$ cat src/rtl/web1_wake_event_core_if.sv
// Register-block views used by the web1 wake-event core: control edge
// selects, sticky event fields, and the two 32-bit enable/invert banks.
interface web1_control_if;
  logic [1:0] activate_low_pwr_edge_q;
  logic [1:0] event_suppress_edge_q;
  logic [1:0] wake_now_edge_q;
  logic [1:0] epu_enable_edge_q;
  modport sp (input activate_low_pwr_edge_q, event_suppress_edge_q,
              wake_now_edge_q, epu_enable_edge_q);
endinterface

interface web1_event_if;
  logic activate_low_pwr_q, activate_low_pwr_d, activate_low_pwr_enb;
  logic event_suppress_q, event_suppress_d, event_suppress_enb;
  logic wake_now_q, wake_now_d, wake_now_enb;
  logic epu_enable_q, epu_enable_d, epu_enable_enb;
  modport sp (input  activate_low_pwr_q, event_suppress_q, wake_now_q, epu_enable_q,
              output activate_low_pwr_d, activate_low_pwr_enb,
                     event_suppress_d, event_suppress_enb,
                     wake_now_d, wake_now_enb,
                     epu_enable_d, epu_enable_enb);
endinterface

interface web1_wake_enable_if;
  logic [31:0] enable_q;
  modport sp (input enable_q);
endinterface

interface web1_input_invert_if;
  logic [31:0] invert_q;
  modport sp (input invert_q);
endinterface

$ cat src/rtl/web1_wake_event_core.sv
// Hardware side of the web1 wake-event block: wake input conditioning,
// event edge detection into the sticky fields, and the PMU sleep handshake.
module web1_wake_event_core #(
  parameter int unsigned NUM_WAKE    = 64,
  parameter int unsigned SYNC_STAGES = 2,
  parameter int unsigned ACK_TIMEOUT = 255
) (
  input  logic                clk,
  input  logic                rst_n,
  web1_control_if.sp          control_if,
  web1_event_if.sp            event_if,
  web1_wake_enable_if.sp      wake_en0_if,
  web1_wake_enable_if.sp      wake_en1_if,
  web1_input_invert_if.sp     invert0_if,
  web1_input_invert_if.sp     invert1_if,
  input  logic [NUM_WAKE-1:0] wake_in,
  input  logic                lp_req_i,
  input  logic                suppress_i,
  input  logic                epu_en_i,
  input  logic                pwr_ack_i,
  output logic                pwr_req_o,
  output logic                wake_irq_o,
  output logic                timeout_o,
  output logic [5:0]          wake_id_o
);

  typedef enum logic [1:0] {S_RUN, S_ENTER, S_SLEEP, S_EXIT} state_t;

  logic [NUM_WAKE-1:0] sync_q [SYNC_STAGES];
  logic [NUM_WAKE-1:0] wake_m;
  logic                wake_any;
  logic [5:0]          low_id;
  logic                low_found;

  logic [3:0][1:0]     edge_cfg;
  logic [3:0]          src_cur, prev_q, detect, enb_q;
  logic                armed_q;

  state_t              state_q, state_d;
  logic [7:0]          cnt_q, cnt_d;
  logic                irq_d, to_d;
  logic [5:0]          id_d;
  logic                wake_ok;
  logic                unused_q;

  always_ff @(posedge clk) begin
    if (!rst_n) begin
      for (int unsigned i = 0; i < SYNC_STAGES; i++) sync_q[i] <= '0;
    end else begin
      sync_q[0] <= wake_in;
      for (int unsigned i = 1; i < SYNC_STAGES; i++) sync_q[i] <= sync_q[i-1];
    end
  end

  assign wake_m   = (sync_q[SYNC_STAGES-1] ^ {invert1_if.invert_q, invert0_if.invert_q})
                  & {wake_en1_if.enable_q, wake_en0_if.enable_q};
  assign wake_any = |wake_m;

  always_comb begin
    low_id    = '0;
    low_found = 1'b0;
    for (int unsigned i = 0; i < NUM_WAKE; i++) begin
      if (wake_m[i] && !low_found) begin
        low_id    = 6'(i);
        low_found = 1'b1;
      end
    end
  end

  // Source index: 0 activate_low_pwr, 1 event_suppress, 2 wake_now, 3 epu_enable
  assign edge_cfg = {control_if.epu_enable_edge_q, control_if.wake_now_edge_q,
                     control_if.event_suppress_edge_q, control_if.activate_low_pwr_edge_q};
  assign src_cur  = {epu_en_i, wake_any, suppress_i, lp_req_i};

  // armed_q masks the first post-reset cycle, where prev_q only loads src_cur
  always_comb begin
    detect = '0;
    if (armed_q) begin
      for (int unsigned i = 0; i < 4; i++) begin
        detect[i] = (edge_cfg[i][0] &  src_cur[i] & ~prev_q[i])
                  | (edge_cfg[i][1] & ~src_cur[i] &  prev_q[i]);
      end
    end
  end

  always_ff @(posedge clk) begin
    if (!rst_n) begin
      prev_q  <= '0;
      armed_q <= 1'b0;
      enb_q   <= '0;
    end else begin
      prev_q  <= src_cur;
      armed_q <= 1'b1;
      enb_q   <= detect;
    end
  end

  assign event_if.activate_low_pwr_enb = enb_q[0];
  assign event_if.activate_low_pwr_d   = enb_q[0];
  assign event_if.event_suppress_enb   = enb_q[1];
  assign event_if.event_suppress_d     = enb_q[1];
  assign event_if.wake_now_enb         = enb_q[2];
  assign event_if.wake_now_d           = enb_q[2];
  assign event_if.epu_enable_enb       = enb_q[3];
  assign event_if.epu_enable_d         = enb_q[3];

  assign unused_q = ^{event_if.activate_low_pwr_q, event_if.event_suppress_q,
                      event_if.wake_now_q, event_if.epu_enable_q};

  assign wake_ok = wake_any & ~suppress_i;

  always_comb begin
    state_d = state_q;
    cnt_d   = cnt_q;
    irq_d   = 1'b0;
    to_d    = 1'b0;
    id_d    = wake_id_o;
    unique case (state_q)
      S_RUN: begin
        if (detect[0] && epu_en_i) begin
          state_d = S_ENTER;
          cnt_d   = '0;
        end
      end
      S_ENTER: begin
        cnt_d = cnt_q + 8'd1;
        // abort on a live wake has priority over the acknowledge
        if (wake_ok) begin
          state_d = S_RUN;
        end else if (pwr_ack_i) begin
          state_d = S_SLEEP;
        end else if (cnt_q == 8'(ACK_TIMEOUT)) begin
          state_d = S_RUN;
          to_d    = 1'b1;
        end
      end
      S_SLEEP: begin
        if (wake_ok) begin
          state_d = S_EXIT;
          id_d    = low_id;
        end
      end
      S_EXIT: begin
        if (!pwr_ack_i) begin
          state_d = S_RUN;
          irq_d   = 1'b1;
        end
      end
      default: state_d = S_RUN;
    endcase
  end

  always_ff @(posedge clk) begin
    if (!rst_n) begin
      state_q    <= S_RUN;
      cnt_q      <= '0;
      wake_irq_o <= 1'b0;
      timeout_o  <= 1'b0;
      wake_id_o  <= '0;
    end else begin
      state_q    <= state_d;
      cnt_q      <= cnt_d;
      wake_irq_o <= irq_d;
      timeout_o  <= to_d;
      wake_id_o  <= id_d;
    end
  end

  assign pwr_req_o = (state_q == S_ENTER) || (state_q == S_SLEEP);

endmodule

$ cat src/flat_wrapper.sv
// flat-port wrapper written by rule: the top's interface ports become plain ports
module web1_wake_event_core_flat 
#(
  parameter int unsigned NUM_WAKE    = 64,
  parameter int unsigned SYNC_STAGES = 2,
  parameter int unsigned ACK_TIMEOUT = 255
)
  (clk, rst_n, wake_in, lp_req_i, suppress_i, epu_en_i, pwr_ack_i, pwr_req_o, wake_irq_o, timeout_o, wake_id_o, control_if_activate_low_pwr_edge_q, control_if_event_suppress_edge_q, control_if_wake_now_edge_q, control_if_epu_enable_edge_q, event_if_activate_low_pwr_q, event_if_event_suppress_q, event_if_wake_now_q, event_if_epu_enable_q, event_if_activate_low_pwr_d, event_if_activate_low_pwr_enb, event_if_event_suppress_d, event_if_event_suppress_enb, event_if_wake_now_d, event_if_wake_now_enb, event_if_epu_enable_d, event_if_epu_enable_enb, wake_en0_if_enable_q, wake_en1_if_enable_q, invert0_if_invert_q, invert1_if_invert_q);
  web1_control_if control_if_i ();
  web1_event_if event_if_i ();
  web1_wake_enable_if wake_en0_if_i ();
  web1_wake_enable_if wake_en1_if_i ();
  web1_input_invert_if invert0_if_i ();
  web1_input_invert_if invert1_if_i ();
  input  logic clk;
  input  logic rst_n;
  input  logic [NUM_WAKE-1:0] wake_in;
  input  logic lp_req_i;
  input  logic suppress_i;
  input  logic epu_en_i;
  input  logic pwr_ack_i;
  output logic pwr_req_o;
  output logic wake_irq_o;
  output logic timeout_o;
  output logic [5:0] wake_id_o;
  input wire logic [$bits(control_if_i.activate_low_pwr_edge_q)-1:0] control_if_activate_low_pwr_edge_q;
  input wire logic [$bits(control_if_i.event_suppress_edge_q)-1:0] control_if_event_suppress_edge_q;
  input wire logic [$bits(control_if_i.wake_now_edge_q)-1:0] control_if_wake_now_edge_q;
  input wire logic [$bits(control_if_i.epu_enable_edge_q)-1:0] control_if_epu_enable_edge_q;
  input wire logic [$bits(event_if_i.activate_low_pwr_q)-1:0] event_if_activate_low_pwr_q;
  input wire logic [$bits(event_if_i.event_suppress_q)-1:0] event_if_event_suppress_q;
  input wire logic [$bits(event_if_i.wake_now_q)-1:0] event_if_wake_now_q;
  input wire logic [$bits(event_if_i.epu_enable_q)-1:0] event_if_epu_enable_q;
  output wire logic [$bits(event_if_i.activate_low_pwr_d)-1:0] event_if_activate_low_pwr_d;
  output wire logic [$bits(event_if_i.activate_low_pwr_enb)-1:0] event_if_activate_low_pwr_enb;
  output wire logic [$bits(event_if_i.event_suppress_d)-1:0] event_if_event_suppress_d;
  output wire logic [$bits(event_if_i.event_suppress_enb)-1:0] event_if_event_suppress_enb;
  output wire logic [$bits(event_if_i.wake_now_d)-1:0] event_if_wake_now_d;
  output wire logic [$bits(event_if_i.wake_now_enb)-1:0] event_if_wake_now_enb;
  output wire logic [$bits(event_if_i.epu_enable_d)-1:0] event_if_epu_enable_d;
  output wire logic [$bits(event_if_i.epu_enable_enb)-1:0] event_if_epu_enable_enb;
  input wire logic [$bits(wake_en0_if_i.enable_q)-1:0] wake_en0_if_enable_q;
  input wire logic [$bits(wake_en1_if_i.enable_q)-1:0] wake_en1_if_enable_q;
  input wire logic [$bits(invert0_if_i.invert_q)-1:0] invert0_if_invert_q;
  input wire logic [$bits(invert1_if_i.invert_q)-1:0] invert1_if_invert_q;
  assign control_if_i.activate_low_pwr_edge_q = control_if_activate_low_pwr_edge_q;
  assign control_if_i.event_suppress_edge_q = control_if_event_suppress_edge_q;
  assign control_if_i.wake_now_edge_q = control_if_wake_now_edge_q;
  assign control_if_i.epu_enable_edge_q = control_if_epu_enable_edge_q;
  assign event_if_i.activate_low_pwr_q = event_if_activate_low_pwr_q;
  assign event_if_i.event_suppress_q = event_if_event_suppress_q;
  assign event_if_i.wake_now_q = event_if_wake_now_q;
  assign event_if_i.epu_enable_q = event_if_epu_enable_q;
  assign event_if_activate_low_pwr_d = event_if_i.activate_low_pwr_d;
  assign event_if_activate_low_pwr_enb = event_if_i.activate_low_pwr_enb;
  assign event_if_event_suppress_d = event_if_i.event_suppress_d;
  assign event_if_event_suppress_enb = event_if_i.event_suppress_enb;
  assign event_if_wake_now_d = event_if_i.wake_now_d;
  assign event_if_wake_now_enb = event_if_i.wake_now_enb;
  assign event_if_epu_enable_d = event_if_i.epu_enable_d;
  assign event_if_epu_enable_enb = event_if_i.epu_enable_enb;
  assign wake_en0_if_i.enable_q = wake_en0_if_enable_q;
  assign wake_en1_if_i.enable_q = wake_en1_if_enable_q;
  assign invert0_if_i.invert_q = invert0_if_invert_q;
  assign invert1_if_i.invert_q = invert1_if_invert_q;
  web1_wake_event_core #(.NUM_WAKE(NUM_WAKE), .SYNC_STAGES(SYNC_STAGES), .ACK_TIMEOUT(ACK_TIMEOUT)) u_core (.clk(clk), .rst_n(rst_n), .control_if(control_if_i), .event_if(event_if_i), .wake_en0_if(wake_en0_if_i), .wake_en1_if(wake_en1_if_i), .invert0_if(invert0_if_i), .invert1_if(invert1_if_i), .wake_in(wake_in), .lp_req_i(lp_req_i), .suppress_i(suppress_i), .epu_en_i(epu_en_i), .pwr_ack_i(pwr_ack_i), .pwr_req_o(pwr_req_o), .wake_irq_o(wake_irq_o), .timeout_o(timeout_o), .wake_id_o(wake_id_o));
endmodule
$ cat config.mk
export PLATFORM = sky130hd
export DESIGN_NAME = web1_wake_event_core_flat
export DESIGN_NICKNAME = d
export VERILOG_FILES = /design/src/rtl/web1_wake_event_core_if.sv /design/src/rtl/web1_wake_event_core.sv /design/src/flat_wrapper.sv
export SDC_FILE = /design/constraint.sdc
export NUM_CORES = 1
export LEC_CHECK = 0
export CORE_MARGIN = 4
export CORE_UTILIZATION = 35
export CTS_CLUSTER_DIAMETER = 50
export CTS_CLUSTER_SIZE = 20
export DETAILED_ROUTE_END_ITERATION = 10
export RECOVER_POWER = 25
export SYNTH_ARGS = -nofsm -noshare
export SYNTH_HDL_FRONTEND = slang
export SYNTH_SLANG_ARGS = --single-unit
$ cat constraint.sdc
create_clock -name clk -period 4.4 [get_ports clk]
set_clock_uncertainty 0.05 [all_clocks]
set_input_delay 0.88 -clock clk [delete_from_list [all_inputs] [get_ports clk]]
set_output_delay 0.88 -clock clk [all_outputs]
set_load 0.03 [all_outputs]
==> summary.md <==
| Metric | Value |
|---|---|
| Ports | 227 |
| Core area | 0.0181 sq mm |
| Least-Margin Pin Slew | 0.659 ns |
| Via count | 5422 |
| Final ANT Viol Nets | 0 |
| Synth async-reset ratio | 0% |
| # DRC | 0 |
| Placed wire-length estimate | 14000 um |
| Pwr Density | ~360 mW/mm^2 |
| Worst r2r src | u_core.sync_q[0][105]$_SDFF_PN0_ |
| Largest net degree at the start of global routing | slightly below 80 |
| Flops & latches, synth | approximately 160 |
| Worst hold path class | reg -> reg |
| First-pass GRT wire length | 27400 um |
| TritonRoute pass-1 iters | 5 |
| Final hold vios | 0 |
| Congestion Overflow GR | 0 |
| Distinct cells, synth | 68 |
| Initial DRC Count | 189 |
| CP max FO | 7 |
| FMAX | 0.295 GHz |
| Design Area, Final | 0.00951 sq mm |
| VDD IR max | between 200 and 300 uV |
| Slew HR | about 56% |
| Worst r2r dst | u_core.wake_id_o[1]$_SDFFE_PN0P_ |
| # Post-CTS Setup Buffers | 0 |
| Starting Density | 35.9% |
| Final WS setup | 1.02 ns |
| Clk slew on worst S/H paths | 0.07 ns |
| Reg2reg setup slack | roughly 1.6 ns |
| Fin Setup TNS | 0 ns |
| Initial antenna violation count | 0 |
| Nets | 1119 |
| Post_cts resized | 0 |
| Max-cap viol count | 0 |
| IO buf count | ~220 |
| Sink Count | roughly 160 |
| Vias/cell | 4.74 |
| Overall routing resource usage | around 17% |
| Cell Rows | 49 |
| Syn_area_per_cell | 9.55 sq um |
| EDFF count, synth | 0 |
| Worst hold start | u_core.sync_q[0][48]$_SDFF_PN0_ |
| Area grow syn2layout | 46.0% |
| Non-filler instance count after layout | 1145 |
| Min-Delay Path Depth | 1 |
| Die footprint | 0.0208 sq mm |
| Wirelength, routed | 17600 um |
| Reg2reg path depth | 8 |
| CP endpoint kind | flip-flop |
| Cts hold-fix bufs | 0 |
| Vias in the first global route | 5449 |
| Post-Syn Nets | 898 |
| Worst-skew pair later-pin latency | 0.42 ns |
| CTS tree | done |
| Post-DP Area | roughly 0.0089 sq mm |
| WP data arrival | 3.62 ns |
| H-tree depth | 4 |
| RePlAce Congestion | 0.783 |
| Dpl cells | 1113 |
| Wire length per cell | 15.4 um |
| Root buffer cell | clkbuf_16 |
| Fin crit share | roughly three quarters |
| Status | complete, no violations |
| Max-slew violation count | 0 |
| Layout cell share with drive strength beyond 1 | 6.55% |
| Setup-failing EPs final | 0 |
| Hold path endpoint | u_core.sync_q[0][112]$_SDFF_PN0_ |
| CTS buffer count | 17 |
| N_diodes | 0 |
| Worst setup path class | in -> reg |
| Crit path required time | approximately 4.6 ns |
| RSZ-0062 raised after global routing | no |
| Syn. warnings | 0 |
| LEAKAGE | about 3.8 nW |
| Startpoint Class | input pin |
| Seq/Total Area, Yosys | 47.7% |
| Pre-CTS setup slack | 0.564 ns |
| Die H | between 100 and 150 um |
| Main flop type after synthesis | dfxtp_1 |
| Fin crit period | 3.38 ns |
| Horiz. Die Dim | 144 um |
| Area of the mapped netlist | 0.00651 sq mm |
| CTS max path bufs | 2 |
| Post-synthesis cell count | a little under 700 |
| WHS | 0.375 ns |
metrics by stage:
| step | utilization, % | total power (W) |
|---|---|---|
| finish | 52.4 | 0.00346 |
| global route | 52.4 | 0.00362 |
| CTS | 52.4 | 0.00351 |
| detailed placement | 49.2 | 0.00203 |
| global placement | 49.2 | 0.00202 |
| floorplan | - | 0.00176 |
logic make-up after synthesis:
kind of cell	after synthesis	share of synthesized area (%)
AOI/OAI and AO/OA	106	12.3
adders and majority gates	6	1.15
DFF	155	47.7
xor gates and xnor gates	70	9.42
buffers and inverters	28	2.02
and+or+nand+nor	317	27.4
final cells by class:
cell class              instances  area (sq um)
clock buffers                  18           429
fillers                      1649          8640
clock inverters                14           160
multi-input cells             499          3280
well taps                     229           287
inverters                       7          26.3
flip-flops and latches        155          3100
repair buffers                223          2230
worst max-delay path: stages:
cell and delay, ns:
clkdlybuf4s50_1 0.41, xor2_1 0.19, a222oi_1 0.42, nand4_2 0.26, nor4b_4 0.44, nor3b_4 0.34
a41oi_2 0.26, a41oi_1 0.31, o22ai_2 0.09
synth_stat cells (all sizes together), types with 3 or more instances:
cell	number	area [sq um]
xor2	68	596
nand4	9	62.6
o32ai	3	26.3
a211oi	4	30.0
a21oi	19	95.1
dfxtp	155	3100
nor2b	3	18.8
nor4	3	18.8
buf	6	48.8
nand3	23	120
ha	6	75.1
a31oi	6	37.5
a31o	3	26.3
o21ai	16	91.3
nor2	30	113
and2	140	881
a22oi	23	193
a32oi	5	43.8
nand2	72	270
inv	7	26.3
clkbuf	15	56.3
and4	3	33.8
and3	10	67.6
nor3b	3	33.8
nand2b	3	18.8
nor3	6	30.0
registers in the layout, indices dropped and copies added (netlist names), named ones only:
name,flops
u_core.cnt_q,8
u_core.wake_irq_o,1
u_core.prev_q,4
u_core.state_q,1
u_core.enb_q,4
u_core.armed_q,1
u_core.wake_id_o,6
u_core.sync_q,128
u_core.timeout_o,1
layer usage:
layer	vias to the layer above	routed length, um	GRT usage (%)
met5	-	0	0
met4	0	132	3.83
met3	10	1600	6.48
met2	171	8450	28.6
met1	2459	7460	20.2
li1	2782	-	-
power breakdown:
part           internal (W)  switching, W  total, W
registers           0.00146     0.0000207   0.00148
clock network      0.000846      0.000617   0.00146
logic              0.000286      0.000222  0.000508
total               0.00260      0.000860   0.00346
placed cells by master, fill, tap and decap left out, types with 5 or more instances in the layout:
cell type,n
nand2_1,72
nand3_1,22
inv_1,7
a32oi_1,5
and3_1,9
ha_1,6
o21ai_0,11
a21oi_1,19
a22oi_1,19
clkdlybuf4s50_1,221
xor2_1,68
nor3_1,6
clkbuf_16,17
a31oi_1,6
nor2_1,30
and2_1,134
nand4_1,8
dfxtp_1,155
worst max-delay path by stage:
stage	start	endpoint	slack, ns	depth (start not counted)
global placement	invert0_if_invert_q[23]	u_core.wake_id_o[1]$_SDFFE_PN0P_	0.62	9
detailed placement	invert1_if_invert_q[9]	u_core.wake_id_o[1]$_SDFFE_PN0P_	0.56	9
CTS	invert1_if_invert_q[9]	u_core.wake_id_o[1]$_SDFFE_PN0P_	1.01	9
floorplan	invert1_if_invert_q[9]	u_core.state_q[0]$_SDFFE_PN0P_	1.37	9
global route	invert1_if_invert_q[9]	u_core.wake_id_o[1]$_SDFFE_PN0P_	0.78	9
finish	invert1_if_invert_q[9]	u_core.wake_id_o[1]$_SDFFE_PN0P_	1.02	9
Note: power is estimated with default switching activity, not from simulation.
